$ cat src/rtl/core6502_clk_pkg.sv
// Shared constants and types for the 6502 clock generation blocks.
package core6502_clk_pkg;
  localparam int PHI0_DIV_NTSC = 12;
  localparam int PHI0_DIV_PAL  = 16;
  localparam int CYC_W         = 16;

  typedef logic [CYC_W-1:0] cyc_t;

  function automatic cyc_t cyc_inc(input cyc_t c);
    return c + cyc_t'(1);
  endfunction
endpackage

$ cat src/rtl/phi0_phase_cnt.sv
// Wrapping phase counter (0..DIV-1) with hold; decodes next-phase PHI0 level,
// rise point and wrap for the output registers in phi0_divider.
module phi0_phase_cnt #(
  parameter int DIV = 12,
  parameter int L   = 6
) (
  input  logic                    clk,
  input  logic                    rst,
  input  logic                    hold,
  output logic [$clog2(DIV)-1:0]  cnt_next,
  output logic                    wrap,
  output logic                    rise_dec,
  output logic                    high_dec
);
  localparam int CW = $clog2(DIV);

  logic [CW-1:0] cnt_q;
  logic [CW-1:0] cnt_d;

  always_comb begin
    cnt_d    = cnt_q;
    wrap     = 1'b0;
    if (hold) begin
      cnt_d = cnt_q;
    end else if (cnt_q == CW'(DIV - 1)) begin
      cnt_d = '0;
      wrap  = 1'b1;
    end else begin
      cnt_d = cnt_q + CW'(1);
    end
    cnt_next = cnt_d;
    rise_dec = (cnt_d == CW'(L));
    high_dec = (cnt_d >= CW'(L));
  end

  always_ff @(posedge clk or posedge rst) begin
    if (rst) begin
      cnt_q <= '0;
    end else begin
      cnt_q <= cnt_d;
    end
  end
endmodule

$ cat src/rtl/phi0_divider.sv
// PHI0 master-clock divider with edge strobes and completed-cycle counter.
// Optional stall handshake is built only when PHI0_STALL_EN is defined.
module phi0_divider
  import core6502_clk_pkg::*;
#(
  parameter int DIV  = PHI0_DIV_NTSC,
  parameter int HIGH = 6
) (
  input  logic             CLK,
  input  logic             RES,
  input  logic             STALL,
  output logic             PHI0,
  output logic             PHI0_RISE,
  output logic             PHI0_FALL,
  output logic             STALL_ACK,
  output logic [CYC_W-1:0] CYC
);
  localparam int L  = DIV - HIGH;
  localparam int CW = $clog2(DIV);

  generate
    if (DIV < 2 || HIGH < 1 || HIGH > DIV - 1) begin : g_bad_cfg
      $error("phi0_divider: illegal DIV/HIGH combination");
    end
  endgenerate

  logic          hold_s;
  logic [CW-1:0] cnt_next_s;
  logic          wrap_s;
  logic          rise_dec_s;
  logic          high_dec_s;

  phi0_phase_cnt #(.DIV(DIV), .L(L)) u_cnt (
    .clk      (CLK),
    .rst      (RES),
    .hold     (hold_s),
    .cnt_next (cnt_next_s),
    .wrap     (wrap_s),
    .rise_dec (rise_dec_s),
    .high_dec (high_dec_s)
  );

  // Only the decoded flags are consumed here; the raw phase is kept for observation.
  logic [CW-1:0] unused_cnt_s;
  assign unused_cnt_s = cnt_next_s;

  logic phi0_q, phi0_d;
  logic rise_q, rise_d;
  logic fall_q, fall_d;
  logic ack_q,  ack_d;
  cyc_t cyc_q,  cyc_d;

`ifdef PHI0_STALL_EN
  logic frozen_q, frozen_d;

  // STALL only matters at the wrap edge or while already frozen.
  always_comb begin
    frozen_d = frozen_q;
    if (frozen_q) begin
      frozen_d = STALL;
    end else begin
      frozen_d = wrap_s & STALL;
    end
    hold_s = frozen_q & STALL;
    ack_d  = frozen_d;
  end

  always_ff @(posedge CLK or posedge RES) begin
    if (RES) begin
      frozen_q <= 1'b0;
    end else begin
      frozen_q <= frozen_d;
    end
  end
`else
  logic unused_stall_s;
  assign unused_stall_s = STALL;

  always_comb begin
    hold_s = 1'b0;
    ack_d  = 1'b0;
  end
`endif

  // Frozen phase holds cnt at 0, so the decodes alone keep PHI0 low and strobes quiet.
  always_comb begin
    phi0_d = high_dec_s;
    rise_d = rise_dec_s;
    fall_d = wrap_s;
    cyc_d  = cyc_q;
    if (wrap_s) begin
      cyc_d = cyc_inc(cyc_q);
    end else begin
      cyc_d = cyc_q;
    end
  end

  always_ff @(posedge CLK or posedge RES) begin
    if (RES) begin
      phi0_q <= 1'b0;
      rise_q <= 1'b0;
      fall_q <= 1'b0;
      ack_q  <= 1'b0;
      cyc_q  <= '0;
    end else begin
      phi0_q <= phi0_d;
      rise_q <= rise_d;
      fall_q <= fall_d;
      ack_q  <= ack_d;
      cyc_q  <= cyc_d;
    end
  end

  assign PHI0      = phi0_q;
  assign PHI0_RISE = rise_q;
  assign PHI0_FALL = fall_q;
  assign STALL_ACK = ack_q;
  assign CYC       = cyc_q;
endmodule

$ cat config.mk
export PLATFORM = sky130hd
export DESIGN_NAME = phi0_divider
export DESIGN_NICKNAME = d
export VERILOG_FILES = /design/src/rtl/core6502_clk_pkg.sv /design/src/rtl/phi0_phase_cnt.sv /design/src/rtl/phi0_divider.sv
export SDC_FILE = /design/constraint.sdc
export NUM_CORES = 1
export LEC_CHECK = 0
export CAP_MARGIN = 10
export CORE_MARGIN = 1.5
export CORE_UTILIZATION = 52
export CTS_CLUSTER_SIZE = 8
export DETAILED_ROUTE_END_ITERATION = 10
export PLACE_DENSITY_LB_ADDON = 0.08
export SLEW_MARGIN = 25
export SYNTH_ARGS = -nofsm -noshare
export SYNTH_HDL_FRONTEND = slang
export SYNTH_HIERARCHICAL = 1
export SYNTH_SLANG_ARGS = --single-unit
$ cat constraint.sdc
create_clock -name CLK -period 2.8 [get_ports CLK]
set_clock_uncertainty 0.2 [all_clocks]
set_input_delay 0.42 -clock CLK [delete_from_list [all_inputs] [get_ports CLK]]
set_output_delay 0.42 -clock CLK [all_outputs]
set_load 0.05 [all_outputs]
Word level (Yosys, flattened, before mapping)
Index checks and enable logic that the tools add are counted.
{ "op_classes": {"add_sub_neg": 2, "muxes": 2, "order_cmp": 1, "eq_ne": 2} }
{ "op_table": {"columns": ["op", "count"], "rows": [
  ["adder 16 x 1 -> 16 bit (second input constant)", 1],
  ["adder 4 x 1 -> 4 bit (second input constant)", 1],
  ["== test 4 x 3 -> 1 bit (second input constant)", 1],
  ["== test 4 bit (second input constant)", 1],
  [">= comparator 4 x 3 -> 1 bit (second input constant)", 1],
  ["2-to-1 mux 4 bit", 1],
  ["2-to-1 mux 1 bit", 1]
]} }
{ "totals": {"out_inout_bits": 20, "reg_bits": 23} }

Depth between registers and ports, before layout
Gate-level depths: netlist of run 1.
{ "depth": {"word_depth": 3, "depth_mapped": 7, "depth_no_buf": 7} }

By module
Netlist of run 1, hierarchy kept.
{ "modules_own_cells": {"columns": ["module", "area_per_inst_um2", "n_inst", "cells_per_inst"], "rows": [
  ["phi0_divider", 797.0, 1, 62],
  ["phi0_phase_cnt", 275.3, 1, 26]
]} }

Worst setup path after synthesis of run 1
OpenSTA, ideal clock, no wires.
{ "synth_timing": {"path_type": "reg-to-reg", "start": "reg u_cnt.cnt_q[1]", "end": "reg cyc_q[13], in the netlist CYC[13]", "stages_incl_launch_ff": 8, "required_time_ns": 2.459, "period_less_slack_ns": 2.012, "setup_time_ns": 0.141, "n_path_buf": 0, "arrival_ns": 1.672, "path_slack_ns": 0.788, "path_cell_list": "dfrtp_1 > ha_1 > and3b_1 > and2b_2 > nand4_4 > nor4_4 > nand3_1 > xnor2_1"} }
{ "synth_via": {"elab_chain_len": 2} }
{ "synth_lines": {"columns": ["element", "line_no", "rtl"], "rows": [
  ["start: declaration", "phi0_phase_cnt.sv:17", "logic [CW-1:0] cnt_q;"],
  ["start signal: assignment", "phi0_phase_cnt.sv:40", "cnt_q <= cnt_d;"],
  ["== test 4 bit", "phi0_phase_cnt.sv:25", "end else if (cnt_q == CW'(DIV - 1)) begin"],
  ["2-to-1 mux 1 bit", "phi0_phase_cnt.sv:25", null],
  ["net fall_d", "phi0_divider.sv:49", "logic fall_q, fall_d;"],
  ["end signal: assignment", "phi0_divider.sv:110", "cyc_q <= cyc_d;"],
  ["end: declaration", "phi0_divider.sv:51", "cyc_t cyc_q, cyc_d;"]
]} }
The timed path passes the listed nets, and every way through them passes these cells.
A chain may end at the register's enable or synchronous reset.

Worst setup path after layout of run 1
{ "layout_timing": {"start": "reg cyc_q[2], in the netlist CYC[2]", "end": "out CYC[2]"} }
{ "layout_lines": {"columns": ["element", "line_no", "rtl"], "rows": [
  ["end: declaration", "phi0_divider.sv:16", "output logic [CYC_W-1:0] CYC"]
]} }
No word-level cell between the ends.

==> results of run 1 <==
area by class of cell:
type	count	area (µm²)
clock buffer	3	22.52
sequential	23	575.6
clock inverter	1	5.005
timing repair buffer	20	200.2
tap	27	33.78
fill	159	581.8
inverter	3	11.26
multi-input combinational	70	511.7
through the flow:
| stage | setup slack [ps] | util (%) | area (µm²) |
|---|---|---|---|
| final | 525.2 | 70.04 | 1360 |
| after global routing | 432.9 | 70.04 | 1360 |
| after CTS | 505.3 | 70.04 | 1360 |
| after detailed placement | 633.9 | 68.62 | 1333 |
| after global placement | 682.6 | 68.62 | 1333 |
| after floorplan | 787.5 | - | 1106 |
sequential cells by signal, indices dropped and copies added, names as in the netlist:
| register | count |
|---|---|
| PHI0_RISE | 1 |
| PHI0 | 1 |
| u_cnt/cnt_q | 4 |
| CYC | 16 |
| PHI0_FALL | 1 |
synthesized netlist by cell type:
master    instances
or2_1             1
mux2_2            2
and3_1            1
nand4_4           1
xnor2_1          11
or2_2             1
and3b_1           1
nor2_1            5
dfrtp_1          23
and4_1            1
buf_4             1
nand2_1           8
nand4_1           3
conb_1            1
nand3_1           5
xor2_1            6
a31oi_1           2
a211oi_2          1
nor3_2            1
nor4_4            1
nand4b_1          1
ha_1              2
and2b_2           2
and4bb_2          1
inv_1             3
o21ai_0           1
nand2b_4          1
or4b_4            1
power breakdown:
part	leakage, nW	switching, W	total [W]	internal (W)
registers	0.305	0.0000616	0.000445	0.000383
clock network	0.0177	0.0000974	0.000151	0.0000534
logic	0.310	0.000180	0.000297	0.000117
routing by layer:
| metal | GRT usage [%] | wire length (µm) |
|---|---|---|
| met5 | 0 | 0 |
| met4 | 10.48 | 55 |
| met3 | 2.778 | 54 |
| met2 | 30.79 | 959 |
| met1 | 23.76 | 832 |
path summary, 6_finish.rpt:
| kind | cells past startpoint | slack [ps] | to |
|---|---|---|---|
| min in group CLK | 1 | 280 | CYC[15]$_DFFE_PP0P_ |
| min | 2 | 110 | u_cnt/cnt_q[1]$_DFF_PP0_ |
| max in group asynchronous | 2 | 1630 | PHI0_RISE$_DFF_PP0_ |
| max reg2reg | 7 | 630 | CYC[15]$_DFFE_PP0P_ |
| min reg2reg | 1 | 280 | CYC[15]$_DFFE_PP0P_ |
| max | 1 | 530 | CYC[2] |
cells by family (layout without fill, tap and decap cells):
family	Yosys count	count (layout)
and+or+nand+nor	35	35
DFF	23	23
xor gates and xnor gates	17	17
AOI/OAI and AO/OA	4	4
buffers and inverters	4	27
adders and majority gates	2	2
muxes	2	2
other	1	10
==> flow_summary.json, run 1 <==
{
  "status": "completed",
  "path_buf_inv": 1,
  "yosys.area.top_type": "dfrtp_1",
  "relSlewSlack_pct": 53.39,
  "ant_nets": 0,
  "cts_tree": "done",
  "initial_utilization_pct": 55.22,
  "setup-violations-final": 0,
  "grt_first_pass_wirelength_um": 3305,
  "maxCapViolCount": 0,
  "finalNonFillerCells": 147,
  "nNetsFinal": 126,
  "diodes": 0,
  "final_common_cell": "dfrtp_1",
  "synth.area.mux_share_pct": 2.100,
  "core_area_um2": 1942,
  "cellPowerDensity_nw_per_um2": 656.1,
  "cts_buffers": 3,
  "drt_iter0_markers": 9,
  "synth_top_family_by_area": "simple AND/OR/NAND/NOR gates",
  "clock_sinks": 23,
  "cts.path.max_buffers": 2,
  "syn_area_um2": 1072,
  "clk_transition_reported_paths_ps": 120,
  "rr_startpoint": "u_cnt/cnt_q[0]$_DFF_PP0_",
  "synth-simple-area-share_pct": 23.10,
  "synth_xor_area_share_pct": 13.89,
  "period_share_pct": 81.24,
  "netlist_instances": 88,
  "hp-class": "primary input to asynchronous set/reset pin",
  "critPathLaunchType": "flop",
  "path_cells": "clkdlybuf4s50_1",
  "layout_common_cells": "23 x dfrtp_1, 20 x clkdlybuf4s50_1, 11 x xnor2_1",
  "critPathLaunch": "CYC[2]$_DFFE_PP0P_",
  "place.gp.congestion": 0.7561,
  "crit_slowest_cell": "clkdlybuf4s50_1",
  "area_growth_pct": 26.84,
  "grt_antenna_before_repair": 0,
  "cp_top_family": "buffers and inverters",
  "first_pass_iters": 4,
  "chipWidth_um": 48.41,
  "power_w": 0.0008923,
  "critical-path-max-stage-delay_ps": 850,
  "dpl.hpwl_um": 1507,
  "cp_data_arrival_time_ps": 1650,
  "die_h_um": 48.41,
  "worst-setup-path-type": "flop to output port",
  "wl_per_cell_um": 12.93,
  "yosysTopAreaCellShare_pct": 53.68,
  "synth-compound-area-share_pct": 2.800,
  "finalSetupTns_ps": 0,
  "hold_viol_final": 0,
  "post_cts_buffers": 0,
  "ys_top_cells_by_area": "dfrtp_1 54%, xnor2_1 9.0%, xor2_1 4.9%",
  "cts_resized": 0,
  "grt_max_degree": 20,
  "worst_pin_slew_ps": 698.4,
  "grt_usage_pct": 18.70,
  "ctsHoldBuffers": 0,
  "rsz0062_at_grt": "no",
  "cts_root_buf": "clkbuf_4",
  "overflow": 0,
  "ys_seq_area_share_pct": 53.68,
  "yosysUniqueCellTypes": 28,
  "rows": 16,
  "ios": 23,
  "worstSetupEndpointType": "output port",
  "synthAdderAreaFrac_pct": 2.334,
  "synth-seq-cells": 23,
  "vdd_drop_max_mv": 0.5056,
  "first_global_vias": 742,
  "yosys_warnings": 6,
  "num_vias": 722,
  "dp_cells": 143,
  "wl_um": 1901,
  "drc_errors": 0,
  "clkLatencyLatePin_ps": 310,
  "h-tree-depth": 1,
  "min_period_ps": 2275,
  "post_drt_via_cell_ratio": 4.912,
  "power.leakage_nw": 0.6321,
  "maxSlewViolCount": 0,
  "holdWs_ps": 107.3,
  "layout-drive-gt1-share_pct": 13.33,
  "max_freq_mhz": 439.6,
  "cp_max_fo": 5,
  "syn_area_per_cell_um2": 12.18,
  "portBuffers": 20,
  "crit_required_ps": 2180,
  "dieArea_um2": 2344
}
Power figures use the tool's default switching activity.
==> run 2: changes to the inputs <==
CORE_UTILIZATION = 44   (was 52)
clock period = 1.9 ns   (was 2.8 ns; I/O delays follow)
==> run 2 against run 1 <==
  * Sequential share of layout area fell by 1.3 points
  * Highest routed layer unchanged
  * Die area up 17%
  * First-iteration DRC count shrank 44%
  * Count of clock-buffer cells in the layout up 1
  * Global-route usage decreased by 1.8 points
  * Register-to-register slack lost 630 ps
  * Final area rose by 3.2%
  * Largest cell class unchanged
  * Critical path depth is 6 higher
  * Worst setup slack got worse by 520 ps
  * Via count increased by 5.8%
==> flow_summary.json, run 2 (same netlist as run 1, synthesis figures left out) <==
{
  "regArea_um2": 575.6,
  "switching_share_pct": 37.66,
  "num_vias": 764,
  "wl_um": 1928,
  "comb_power_share_pct": 38.4,
  "hp-class": "flop to flop",
  "post_drt_via_cell_ratio": 4.835,
  "fin_area_um2": 1404,
  "core_area_um2": 2255,
  "vdd_drop_max_mv": 0.7979,
  "hold_viol_final": 0,
  "cp_max_fo": 5,
  "first_global_vias": 733,
  "layout-drive-gt1-share_pct": 33.85,
  "ant_nets": 0,
  "dp_slack_ps": 19.80,
  "status": "completed",
  "critPathLaunchType": "flop",
  "h-tree-depth": 1,
  "nNetsFinal": 136,
  "die_h_um": 52.37,
  "multi_input_comb_area_um2": 525.5,
  "portBuffers": 20,
  "grt_usage_pct": 16.89,
  "fillers": 208,
  "max_freq_mhz": 526.9,
  "final_common_cell": "buf_4",
  "rsz0062_at_grt": "yes",
  "maxSlewViolCount": 0,
  "finalWorstSetupSlack_ps": 2.136,
  "initial_utilization_pct": 47.56,
  "grt_first_pass_wirelength_um": 3298,
  "power.leakage_nw": 0.7402,
  "maxCapViolCount": 0,
  "cp_data_arrival_time_ps": 1900,
  "place.gp.congestion": 0.8067,
  "min_period_ps": 1898,
  "cts_root_buf": "clkbuf_4",
  "clk_transition_reported_paths_ps": 120,
  "first_pass_iters": 4,
  "ios": 23,
  "cts_tree": "done",
  "diodes": 0,
  "largest_reg_flops": 16,
  "finalNonFillerCells": 158,
  "cts.path.max_buffers": 2,
  "drc_errors": 0,
  "wl_per_cell_um": 12.20,
  "cellPowerDensity_nw_per_um2": 983.9,
  "setup-violations-final": 0,
  "area_growth_pct": 30.92,
  "worstSetupEndpointType": "flop",
  "holdPathStages": 1,
  "worst-setup-path-type": "flop to flop",
  "overflow": 0,
  "drt_iter0_markers": 5,
  "r2r_cells": 7,
  "cts_buffers": 3,
  "clock_sinks": 23,
  "dp_cells": 152,
  "p_int_w": 0.0008611,
  "grt_max_degree": 20,
  "chipWidth_um": 52.37,
  "layout_common_cells": "28 x buf_4, 23 x dfrtp_1, 10 x xnor2_1, 10 x conb_1, 8 x nand2_1",
  "p_switching_w": 0.0005202,
  "period_share_pct": 99.89,
  "crit_required_ps": 1910,
  "pwr-share-clk_pct": 16.5,
  "grt_antenna_before_repair": 0,
  "pwr-share-seq_pct": 45.1,
  "rows": 17,
  "dieArea_um2": 2742,
  "placed_area_um2": 1353,
  "dpl.hpwl_um": 1497,
  "clkLatencyLatePin_ps": 310
}
[run 2: stage by stage]
stage / total power, W / setup TNS (ps) / hold slack (ps) / utilization [%]
after floorplan: 0.0009716 / -73.46 / -148.9 / -
after global placement: 0.001152 / 0 / 261.7 / 59.99
after detailed placement: 0.001161 / 0 / 271.8 / 59.99
after CTS: 0.001393 / 0 / 293.2 / 61.60
after global routing: 0.001462 / -661.0 / 303.9 / 62.26
final: 0.001381 / 0 / 290.6 / 62.26
[run 2: worst max-delay path, cell delays in order, from the launching register on]
cell     delay (ps)
dfrtp_1         380
ha_1            160
and3b_1         180
and2b_2         180
nand4_4         130
nor4_4          230
nand3_1         180
xnor2_2         160
[run 2: repair_timing]
| item | in CTS | in global routing |
|---|---|---|
| resized for setup | 0 | 1 |
| setup endpoints to repair | 0 | 8 |
| endpoints found under the hold margin | 4 | 0 |
| hold buffers | 1 | 0 |
| setup buffers | 0 | 1 |
[run 2: worst paths after layout]
path / from / endpoint / slack (ps)
max in group asynchronous: RES / CYC[14]$_DFFE_PP0P_ / 640
min in group asynchronous: RES / u_cnt/cnt_q[3]$_DFF_PP0_ / 510
worst max-delay path: u_cnt/cnt_q[0]$_DFF_PP0_ / CYC[13]$_DFFE_PP0P_ / 2
worst max register to register: u_cnt/cnt_q[0]$_DFF_PP0_ / CYC[13]$_DFFE_PP0P_ / 2
worst min-delay path: CYC[15]$_DFFE_PP0P_ / CYC[15]$_DFFE_PP0P_ / 290
worst min register to register: CYC[15]$_DFFE_PP0P_ / CYC[15]$_DFFE_PP0P_ / 290
[run 2: cell type report]
cell class / instances / share of cell area [%]
multi-input combinational: 70 / 37.43
inverter: 3 / 0.8021
sequential: 23 / 41.00
tap: 28 / 2.496
timing repair buffer: 30 / 16.40
clock buffer: 4 / 1.872
[run 2: per-layer routing]
metal	GRT usage [%]	part of all wire, %
met5	0	0
met4	8.974	1.4
met2	26.25	48
met1	22.59	46
met3	2.571	3.9
[run 2: power groups by stage]
stage / sequential (W) / clock [W] / combinational (W)
5_1_grt: 0.000631 / 0.000257 / 0.000574
3_5_place_dp: 0.000632 / 0 / 0.000529
3_3_place_gp: 0.000630 / 0 / 0.000522
4_1_cts: 0.000623 / 0.000238 / 0.000532
6_report: 0.000623 / 0.000227 / 0.000530
2_1_floorplan: 0.000784 / 0 / 0.000187
==> run 3: changes to the inputs <==
CORE_UTILIZATION = 46   (was 44)
CTS_BUF_LIST = sky130_fd_sc_hd__clkbuf_8   (was unset)
==> run 3 against run 2 <==
  * Flip-flop and latch count stayed put
  * Worst setup slack better by 48 ps
  * Clock power is 27% higher
  * Register-to-register slack better by 50 ps
  * Critical path depth stayed put
  * Global-route usage hardly changed
  * Cell count is 0.63% lower
  * Sequential share of layout area is 0.18 points lower
  * Via count is 0.65% lower
  * Worst hold slack worse by 270 ps
  * Fmax is 2.6% higher
  * Final area is 0.45% higher
  * Highest routed layer unchanged
==> flow_summary.json, run 3 (same netlist as run 1, synthesis figures left out) <==
{
  "die_h_um": 51.28,
  "portBuffers": 20,
  "core_area_um2": 2212,
  "finalNonFillerCells": 157,
  "initial_utilization_pct": 48.47,
  "clkLatencyLatePin_ps": 260,
  "path_cells": "ha_1 -> and3b_1 -> and2b_2 -> nand4_4 -> nor2_1 -> and4_1 -> xor2_1",
  "cp_max_fo": 5,
  "grt_usage_pct": 16.92,
  "maxCapViolCount": 0,
  "cellPowerDensity_nw_per_um2": 1018,
  "worst-setup-path-type": "flop to flop",
  "ant_nets": 0,
  "grt_first_pass_wirelength_um": 3229,
  "cts.path.max_buffers": 2,
  "power_w": 0.001435,
  "r2r_cells": 7,
  "nNetsFinal": 135,
  "cts_root_buf": "clkbuf_8",
  "overflow": 0,
  "ios": 23,
  "holdWs_ps": 22.74,
  "chipWidth_um": 51.28,
  "dieArea_um2": 2630,
  "crit_required_ps": 1850,
  "first_global_vias": 739,
  "fillers": 206,
  "drc_errors": 0,
  "area_growth_pct": 31.51,
  "layout-drive-gt1-share_pct": 34.88,
  "status": "completed",
  "wl_per_cell_um": 12.01,
  "num_vias": 759,
  "post_drt_via_cell_ratio": 4.834,
  "critPathLaunchType": "flop",
  "clock_sinks": 23,
  "hold_viol_final": 0,
  "h-tree-depth": 1,
  "rr_startpoint": "u_cnt/cnt_q[0]$_DFF_PP0_",
  "dp_cells": 151,
  "diodes": 0,
  "place.gp.congestion": 0.8591,
  "wl_um": 1886,
  "rows": 17,
  "rrSetupSlack_ps": 50,
  "min_period_ps": 1850,
  "final_common_cell": "buf_4",
  "cts_tree": "done",
  "max_freq_mhz": 540.5,
  "endpoint": "CYC[9]$_DFFE_PP0P_",
  "cts_buffers": 3,
  "dpl.hpwl_um": 1422,
  "cp_data_arrival_time_ps": 1800,
  "power.leakage_nw": 0.7390,
  "period_share_pct": 97.38,
  "critPathLaunch": "u_cnt/cnt_q[0]$_DFF_PP0_",
  "grt_antenna_before_repair": 0,
  "setup-violations-final": 0,
  "layout_common_cells": "28 x buf_4, 23 x dfrtp_1, 11 x xnor2_1",
  "worstSetupEndpointType": "flop",
  "hp-class": "primary input to asynchronous set/reset pin",
  "crit_slowest_cell": "dfrtp_1",
  "r2r-end": "CYC[9]$_DFFE_PP0P_",
  "clk_transition_reported_paths_ps": 80,
  "largest_reg_flops": 16,
  "drt_iter0_markers": 4,
  "vdd_drop_max_mv": 0.8124,
  "critical-path-max-stage-delay_ps": 380,
  "first_pass_iters": 4,
  "rsz0062_at_grt": "yes",
  "grt_max_degree": 20,
  "maxSlewViolCount": 0
}
## run 3: layout make-up
type	instances	area [µm²]	area share, %
Sequential cell	23	575.6	40.82
Multi-Input combinational cell	70	523.0	37.09
Timing Repair Buffer	29	220.2	15.62
Clock buffer	3	41.29	2.928
Tap cell	28	35.03	2.484
Inverter	3	11.26	0.7986
Clock inverter	1	3.754	0.2662
## run 3: timing repair
action,4_1_cts,5_1_grt
setup endpoints to repair,0,6
gates resized for setup,0,2
hold buffers,0,0
setup buffers,0,2
## run 3: routing by layer
metal	wire, µm	share of wire, %	vias to the layer above	GRT usage, %
li1	-	-	371	-
met1	843	45	371	20.45
met2	940	50	15	27.92
met3	76	4.0	2	2.924
met4	25	1.3	0	10.53
met5	0	0	-	0
## run 3: how the worst min path moves through the flow
| stage | from | to | slack, ps | depth (start not counted) |
|---|---|---|---|---|
| 6_report | RES | u_cnt/cnt_q[3]$_DFF_PP0_ | 20 | 2 |
| 5_1_grt | RES | u_cnt/cnt_q[0]$_DFF_PP0_ | 40 | 2 |
| 4_1_cts | RES | u_cnt/cnt_q[3]$_DFF_PP0_ | 20 | 2 |
| 3_5_place_dp | CYC[15]$_DFFE_PP0P_ | CYC[15]$_DFFE_PP0P_ | 270 | 1 |
| 3_3_place_gp | CYC[15]$_DFFE_PP0P_ | CYC[15]$_DFFE_PP0P_ | 260 | 1 |
| 2_1_floorplan | RES | u_cnt/cnt_q[0]$_DFF_PP0_ | -150 | 1 |
## run 3: metrics by stage
stage / area, µm² / setup TNS (ps) / util (%) / worst slack (ps)
2_1_floorplan: 1112 / -73.46 / - / -31.65
3_3_place_gp: 1345 / 0 / 60.80 / 56.56
3_5_place_dp: 1345 / 0 / 60.80 / 34.92
4_1_cts: 1390 / 0 / 62.84 / 22.24
5_1_grt: 1410 / -142.0 / 63.74 / -36.01
6_report: 1410 / 0 / 63.74 / 49.78
## run 3: critical path: cells and delay by family, from the launching register on
kind,cells,cell delay [ps]
XOR/XNOR,1,130
adder cells (fa/ha/maj),1,210
flip-flops,1,380
AND/OR/NAND/NOR,5,810
## run 3: where the power goes
group          leakage, nW  switching [W]  internal (W)  total, W
Combinational        0.407       0.000312      0.000212  0.000524
Clock               0.0269       0.000145      0.000144  0.000289
Sequential           0.305      0.0000580      0.000565  0.000623
